**src/rtl/agc_core_if.sv**
```systemverilog
// Sample/gain bundle for agc_core: the receive front-end drives the master side,
// and the AGC core is the slave side.
interface agc_core_if #(
  parameter int DATA_W = 16,
  parameter int GAIN_W = 24
);
  logic                s_valid;
  logic [DATA_W-1:0]   s_i;
  logic [DATA_W-1:0]   s_q;
  logic [DATA_W-2:0]   vref;
  logic                freeze;
  logic [GAIN_W-1:0]   gain;
  logic                gain_valid;
  logic [DATA_W:0]     level;
  logic                win_full;

  modport master (
    output s_valid, s_i, s_q, vref, freeze,
    input  gain, gain_valid, level, win_full
  );

  modport slave (
    input  s_valid, s_i, s_q, vref, freeze,
    output gain, gain_valid, level, win_full
  );
endinterface

```
**src/rtl/agc_core.sv**
```systemverilog
// Automatic gain control: |I|+|Q| moving-average level detector feeding a
// sequential restoring divider that produces gain = vref / level in fixed point.
module agc_core #(
  parameter int DATA_W   = 16,
  parameter int LOG2_WIN = 6,
  parameter int FRAC_W   = 8,
  parameter int GAIN_W   = 24
) (
  input logic       clk,
  input logic       arst,
  agc_core_if.slave io_agc
);
  localparam int WIN  = 1 << LOG2_WIN;
  localparam int SW   = DATA_W + 1;
  localparam int ACCW = SW + LOG2_WIN;
  localparam int QW   = DATA_W - 1 + FRAC_W;
  localparam int CNTW = $clog2(QW);
  localparam int XW   = (QW > GAIN_W) ? QW : GAIN_W;

  localparam logic [DATA_W-1:0] MOST_NEG  = {1'b1, {(DATA_W-1){1'b0}}};
  localparam logic [DATA_W-1:0] MOST_POS  = {1'b0, {(DATA_W-1){1'b1}}};
  localparam logic [GAIN_W-1:0] GAIN_ONE  = GAIN_W'(1) << FRAC_W;
  localparam logic [GAIN_W-1:0] GAIN_MAX  = {GAIN_W{1'b1}};

  typedef enum logic [1:0] {IDLE, DIV, DONE} state_t;

  logic [DATA_W-1:0] w_absI, w_absQ;
  logic [DATA_W-1:0] r_absI, r_absQ;
  logic              r_validA, r_validB;
  logic [SW-1:0]     r_sum;
  logic [SW-1:0]     r_line [WIN];
  logic [LOG2_WIN-1:0] r_wp;
  logic [ACCW-1:0]   r_acc;
  logic [LOG2_WIN:0] r_fill;
  logic [SW-1:0]     r_level;
  logic              w_winFull;

  state_t            r_state, w_next;
  logic              w_start;
  logic [SW-1:0]     r_rem, r_div;
  logic [QW-1:0]     r_quo;
  logic [CNTW-1:0]   r_cnt;
  logic              r_zero;
  logic [SW:0]       w_trial;
  logic              w_ge;
  logic [SW-1:0]     w_remNext;
  logic [XW-1:0]     w_quoExt;
  logic [GAIN_W-1:0] w_sat;
  logic [GAIN_W-1:0] r_gain;
  logic              r_gainValid;

  // The most-negative sample has no positive twin, so it clips to full scale.
  assign w_absI = !io_agc.s_i[DATA_W-1] ? io_agc.s_i :
                  (io_agc.s_i == MOST_NEG) ? MOST_POS : -io_agc.s_i;
  assign w_absQ = !io_agc.s_q[DATA_W-1] ? io_agc.s_q :
                  (io_agc.s_q == MOST_NEG) ? MOST_POS : -io_agc.s_q;

  // The fill counter saturates at WIN, so its MSB is exactly "window full".
  assign w_winFull = r_fill[LOG2_WIN];

  always_ff @(posedge clk) begin
    if (!arst) begin
      r_absI   <= '0;
      r_absQ   <= '0;
      r_validA <= 1'b0;
      r_sum    <= '0;
      r_validB <= 1'b0;
      for (int k = 0; k < WIN; k++) r_line[k] <= '0;
      r_wp     <= '0;
      r_acc    <= '0;
      r_fill   <= '0;
      r_level  <= '0;
    end else begin
      r_validA <= io_agc.s_valid;
      if (io_agc.s_valid) begin
        r_absI <= w_absI;
        r_absQ <= w_absQ;
      end
      r_validB <= r_validA;
      if (r_validA) r_sum <= {1'b0, r_absI} + {1'b0, r_absQ};
      if (r_validB) begin
        r_line[r_wp] <= r_sum;
        r_wp         <= r_wp + 1'b1;
        r_acc        <= r_acc + ACCW'(r_sum) - ACCW'(r_line[r_wp]);
        if (!w_winFull) r_fill <= r_fill + 1'b1;
      end
      r_level <= r_acc[ACCW-1:LOG2_WIN];
    end
  end

  // One restoring step: shift in the next dividend bit and subtract if it fits.
  assign w_trial   = {r_rem, r_quo[QW-1]};
  assign w_ge      = (w_trial >= {1'b0, r_div});
  assign w_remNext = w_ge ? SW'(w_trial - {1'b0, r_div}) : w_trial[SW-1:0];
  assign w_quoExt  = XW'(r_quo);
  assign w_sat     = (w_quoExt > XW'(GAIN_MAX)) ? GAIN_MAX : w_quoExt[GAIN_W-1:0];

  always_ff @(posedge clk) begin
    if (!arst) r_state <= IDLE;
    else       r_state <= w_next;
  end

  always_comb begin
    w_next = r_state;
    case (r_state)
      IDLE: if (w_winFull && !io_agc.freeze) w_next = (r_level == '0) ? DONE : DIV;
      DIV:  if (r_cnt == CNTW'(QW - 1)) w_next = DONE;
      DONE: w_next = IDLE;
      default: w_next = IDLE;
    endcase
  end

  assign w_start = (r_state == IDLE) && (w_next != IDLE);

  always_ff @(posedge clk) begin
    if (!arst) begin
      r_rem       <= '0;
      r_div       <= '0;
      r_quo       <= '0;
      r_cnt       <= '0;
      r_zero      <= 1'b0;
      r_gain      <= GAIN_ONE;
      r_gainValid <= 1'b0;
    end else begin
      r_gainValid <= 1'b0;
      case (r_state)
        IDLE: if (w_start) begin
          r_quo  <= {io_agc.vref, {FRAC_W{1'b0}}};
          r_div  <= r_level;
          r_rem  <= '0;
          r_cnt  <= '0;
          r_zero <= (r_level == '0);
        end
        DIV: begin
          r_quo <= {r_quo[QW-2:0], w_ge};
          r_rem <= w_remNext;
          r_cnt <= r_cnt + 1'b1;
        end
        DONE: begin
          r_gain      <= r_zero ? GAIN_MAX : w_sat;
          r_gainValid <= 1'b1;
        end
        default: ;
      endcase
    end
  end

  assign io_agc.gain       = r_gain;
  assign io_agc.gain_valid = r_gainValid;
  assign io_agc.level      = r_level;
  assign io_agc.win_full   = w_winFull;
endmodule
```
**src/flat_wrapper.sv**
```systemverilog
// flat-port wrapper written by rule: the top's interface ports become plain ports
module agc_core_flat 
#(
  parameter int DATA_W   = 16,
  parameter int LOG2_WIN = 6,
  parameter int FRAC_W   = 8,
  parameter int GAIN_W   = 24
)
  (clk, arst, io_agc_s_valid, io_agc_s_i, io_agc_s_q, io_agc_vref, io_agc_freeze, io_agc_gain, io_agc_gain_valid, io_agc_level, io_agc_win_full);
  agc_core_if #(.DATA_W(DATA_W), .GAIN_W(GAIN_W)) io_agc_i ();
  input logic clk;
  input logic arst;
  input wire logic [$bits(io_agc_i.s_valid)-1:0] io_agc_s_valid;
  input wire logic [$bits(io_agc_i.s_i)-1:0] io_agc_s_i;
  input wire logic [$bits(io_agc_i.s_q)-1:0] io_agc_s_q;
  input wire logic [$bits(io_agc_i.vref)-1:0] io_agc_vref;
  input wire logic [$bits(io_agc_i.freeze)-1:0] io_agc_freeze;
  output wire logic [$bits(io_agc_i.gain)-1:0] io_agc_gain;
  output wire logic [$bits(io_agc_i.gain_valid)-1:0] io_agc_gain_valid;
  output wire logic [$bits(io_agc_i.level)-1:0] io_agc_level;
  output wire logic [$bits(io_agc_i.win_full)-1:0] io_agc_win_full;
  assign io_agc_i.s_valid = io_agc_s_valid;
  assign io_agc_i.s_i = io_agc_s_i;
  assign io_agc_i.s_q = io_agc_s_q;
  assign io_agc_i.vref = io_agc_vref;
  assign io_agc_i.freeze = io_agc_freeze;
  assign io_agc_gain = io_agc_i.gain;
  assign io_agc_gain_valid = io_agc_i.gain_valid;
  assign io_agc_level = io_agc_i.level;
  assign io_agc_win_full = io_agc_i.win_full;
  agc_core #(.DATA_W(DATA_W), .LOG2_WIN(LOG2_WIN), .FRAC_W(FRAC_W), .GAIN_W(GAIN_W)) u_core (.clk(clk), .arst(arst), .io_agc(io_agc_i));
endmodule
```
**config.mk**
```make
export PLATFORM = sky130hd
export DESIGN_NAME = agc_core_flat
export DESIGN_NICKNAME = d
export VERILOG_FILES = /design/src/rtl/agc_core_if.sv /design/src/rtl/agc_core.sv /design/src/flat_wrapper.sv
export SDC_FILE = /design/constraint.sdc
export NUM_CORES = 2
export LEC_CHECK = 0
export ABC_AREA = 1
export BUFFER_PORTS_ARGS = -buffer_cell sky130_fd_sc_hd__buf_2
export CAP_MARGIN = 20
export CORE_ASPECT_RATIO = 0.9
export CORE_MARGIN = 4
export CORE_UTILIZATION = 45
export CTS_CLUSTER_DIAMETER = 30
export DETAILED_ROUTE_END_ITERATION = 16
export GPL_TIMING_DRIVEN = 0
export HOLD_SLACK_MARGIN = 0.06
export PLACE_DENSITY = 0.63
export SLEW_MARGIN = 20
export SYNTH_ARGS = -nofsm -noshare
export SYNTH_HDL_FRONTEND = slang
export SYNTH_SLANG_ARGS = --single-unit
```
**constraint.sdc**
```tcl
create_clock -name clk -period 11 [get_ports clk]
set_input_delay 0.55 -clock clk [delete_from_list [all_inputs] [get_ports clk]]
set_output_delay 0.55 -clock clk [all_outputs]
set_load 0.03 [all_outputs]
```
==> flow_metrics.py <==
metrics = {
    "yosys": {
        "synthArstFlopShare_pct": 0,
        "synth-seq-area-share_pct": 60.9,
        "synth_edf_count": 1088,
        "synth.avg_cell_area_um2": 9.20,
        "yosysTopAreaCell": "edfxtp_1",
        "synth_area_leaders": "edfxtp_1 54%, nor2_1 11%, nand2_1 6.7%, dfxtp_1 6.6%, o21ai_0 5.5%",
        "postSynthCellCount": 6549,
        "synth_flop_cell": "edfxtp_1",
        "synth_common_cells": "1734 x nor2_1, 1088 x edfxtp_1, 1076 x nand2_1",
        "synth_nets": 6681,
        "ys_seq_elements": 1288,
        "syn_area_mm2": 0.0603,
        "yosysMostFrequentCell": "nor2_1",
        "synth_top_area_share_pct": 54.2,
        "ys_warn_count": 0,
        "synth_cell_types": 40,
    },
    "clocking": {
        "cts.clk_slew.worst_paths_ns": 0.05,
        "cts_buffer_depth": 4,
        "cts_resized": 0,
        "clock_sinks": 1288,
        "worstSkewPairLatency_ns": 0.91,
        "htree_levels": 5,
        "post_cts_buffers": 0,
        "numCtsBuffers": 290,
        "cts_root_buf": "clkbuf_16",
        "cts_tree": "built",
    },
    "floorplan": {
        "die_w_um": 394,
        "die_area_mm2": 0.140,
        "num_rows": 127,
        "coreArea_mm2": 0.133,
        "io_pins": 94,
        "start_util_pct": 45.3,
        "die_h_um": 355,
    },
    "route": {
        "drc_errors": 0,
        "drtAntennaViolNets": 0,
        "via_count": 53400,
        "drt_wl_total_um": 248000,
        "drtIter0Drc": 8457,
        "via_per_inst": 5.97,
        "drtPass1Iterations": 8,
        "wl_per_cell_um": 27.7,
    },
    "setup_path": {
        "startpoint_type": "register",
        "required_ns": 11.81,
        "path_class": "reg2reg",
        "slowest_delay_ns": 0.94,
        "slowest_stage": "clkbuf_1",
        "cp_max_fo": 10,
        "path_cells": "buf_2 -> clkbuf_1 -> clkbuf_1 -> o21ai_0 -> o22ai_1 -> nand2_1 -> nand2_1 -> nand2_1 -> nand3_1 -> nand3_1 -> nand2_1 -> fa_1 -> fa_1 -> inv_1 -> nand3_1 -> nand3_1 -> nand3_1 -> nand2_1 -> nand2_1 -> a21o_1 -> nand3_1 -> o21ai_0 -> inv_1",
        "arrival_ns": 6.87,
        "critPathCaptureType": "register",
    },
    "timing": {
        "rsz0062_at_grt": "false",
        "relSlewSlack_pct": 11.5,
        "fin_tns_setup_ns": 0,
        "skew_ns": 0.0579,
        "fmax_mhz": 165,
        "worstMarginPinSlew_ns": 1.33,
        "hold_viol": 0,
        "fin_crit_ns": 6.06,
        "slew_violations": 0,
        "setup_violations": 0,
        "fin_crit_sh_pct": 55.1,
    },
    "global_route": {
        "grt_start_max_net_pins": 18,
        "grt_pass1_vias": 49800,
        "overflow": 0,
        "gr-usage-all-layers_pct": 34.4,
        "grt_pass1_wl_um": 347000,
        "antenna_found_initial": 12,
    },
    "hold_path": {
        "hold_path_class": "in2reg",
    },
    "cells_and_area": {
        "fin_nets": 7122,
        "fin_area_mm2": 0.0732,
        "area_growth_pct": 21.4,
        "seq_area_mm2": 0.0367,
        "n_fill_cell": 11900,
        "drive_above_1_share_pct": 10.8,
        "multi_input_area_mm2": 0.0204,
        "stdcell_count": 8945,
    },
    "placed_design": {
        "hpwl_um": 175000,
        "place_congestion": 1.04,
        "placed_cell_area_mm2": 0.0631,
        "placedCellCount": 8396,
        "io_buffer_count": 92,
    },
    "power_and_ir_drop": {
        "finalPower_mw": 15.4,
        "leakage_nw": 28.7,
        "max-vdd-ir-drop_mv": 0.144,
        "power_density_mw_per_mm2": 210,
    },
    "status": {
        "status": "finished clean",
    },
    "run": {
        "max_cap_viol_count": 0,
    },
}
==> final timing paths <==
check,start,to,slack [ns],depth (start not counted)
setup / recovery,register,u_core.r_acc[16]$_SDFFE_PN0P_,4.94,23
hold / removal,io_agc_s_i[1],u_core.r_absI[1]$_SDFFE_PN0P_,0.12,5
setup reg to reg,register,u_core.r_acc[16]$_SDFFE_PN0P_,4.94,23
hold reg to reg,u_core.r_acc[14]$_SDFFE_PN0P_,u_core.io_agc.level[8]$_SDFF_PN0_,0.46,2
==> registers in the layout, indices dropped and copies added, names as in the netlist, 5 cells and up, named ones only <==
name / count
u_core.r_line: 1088
u_core.io_agc.gain: 24
u_core.r_acc: 23
u_core.r_quo: 23
u_core.io_agc.level: 17
u_core.r_div: 17
u_core.r_rem: 17
u_core.r_sum: 17
u_core.r_absI: 16
u_core.r_absQ: 16
u_core.r_fill: 7
u_core.r_wp: 6
u_core.r_cnt: 5
==> final cells by class <==
cell class                 instances  area share (%)
tap                             1741            2.98
timing repair buffer             149            1.51
inverter                         315            1.62
antenna                            7          0.0239
buffer                           487            2.76
sequential                      1288            50.1
clock inverter                   176            2.68
multi-input combinational       4459            27.9
clock buffer                     323            10.4
==> per-layer routing <==
layer / part of all wire (%) / wire (um) / vias up / global-route usage (%)
met4: 5.4 / 13400 / 2 / 16.9
met3: 15 / 37300 / 678 / 12.5
met1: 39 / 97800 / 25700 / 47.7
met2: 40 / 99400 / 3954 / 47.4
li1: - / - / 23100 / -
met5: 0.0061 / 15 / - / 0
==> critical path, delay by kind of cell, from the launching register on <==
kind | cells | cell delay (ns)
buffers and inverters | 5 | 2.30
and+or+nand+nor | 12 | 1.39
AOI/OAI and AO/OA | 4 | 1.00
adders and majority gates | 2 | 0.98
DFF | 1 | 0.30
==> logic make-up after synthesis <==
family                   count (synthesis)  share of synthesized area, %
flip-flops                            1288                          60.9
buffers and inverters                  802                          5.26
AO/OA/AOI/OAI                         1134                          10.2
adder cells (fa/ha/maj)                 81                          1.92
XOR/XNOR                                35                         0.509
AND/OR/NAND/NOR                       3209                          21.3
==> metrics by stage <==
stage | hold WS, ns | setup slack [ns] | utilization (%)
after floorplan | 0.416 | 7.54 | -
after global routing | 0.147 | 4.84 | 54.9
final | 0.124 | 4.94 | 54.9
after CTS | 0.0766 | 5.21 | 54.9
after global placement | 0.427 | 5.21 | 47.2
after detailed placement | 0.436 | 5.23 | 47.4
==> cells in the final DEF (no fill, tap or decap), types with 13 or more instances in the layout <==
master and count:
a21oi_1 152, a31oi_1 30, buf_1 29, buf_2 168, buf_6 15, bufinv_16 33, clkbuf_1 366, clkbuf_16 299
clkbuf_2 27, clkinv_1 31, clkinv_2 38, clkinv_4 21, clkinvlp_4 29, dfxtp_1 200, dlygate4sd3_1 37, edfxtp_1 1088
fa_1 19, ha_1 62, inv_1 306, inv_6 28, nand2_1 1073, nand2_2 60, nand3_1 252, nand3b_1 13
nand4_1 22, nor2_1 1734, nor3_1 21, o211ai_1 13, o21ai_0 657, o22ai_1 266, or2_2 15, xor2_1 25
==> report_power, final <==
group          internal [mW]  switching (mW)
Clock                   5.74            2.82
Sequential              5.45          0.0593
Combinational          0.308            1.01
==> timing repair <==
| action | in CTS | in global routing |
|---|---|---|
| endpoints found under the setup margin | 0 | 0 |
| hold endpoints to repair | 37 | 0 |
| hold buffers | 37 | 0 |
Note: power is estimated with default switching activity, not from simulation.
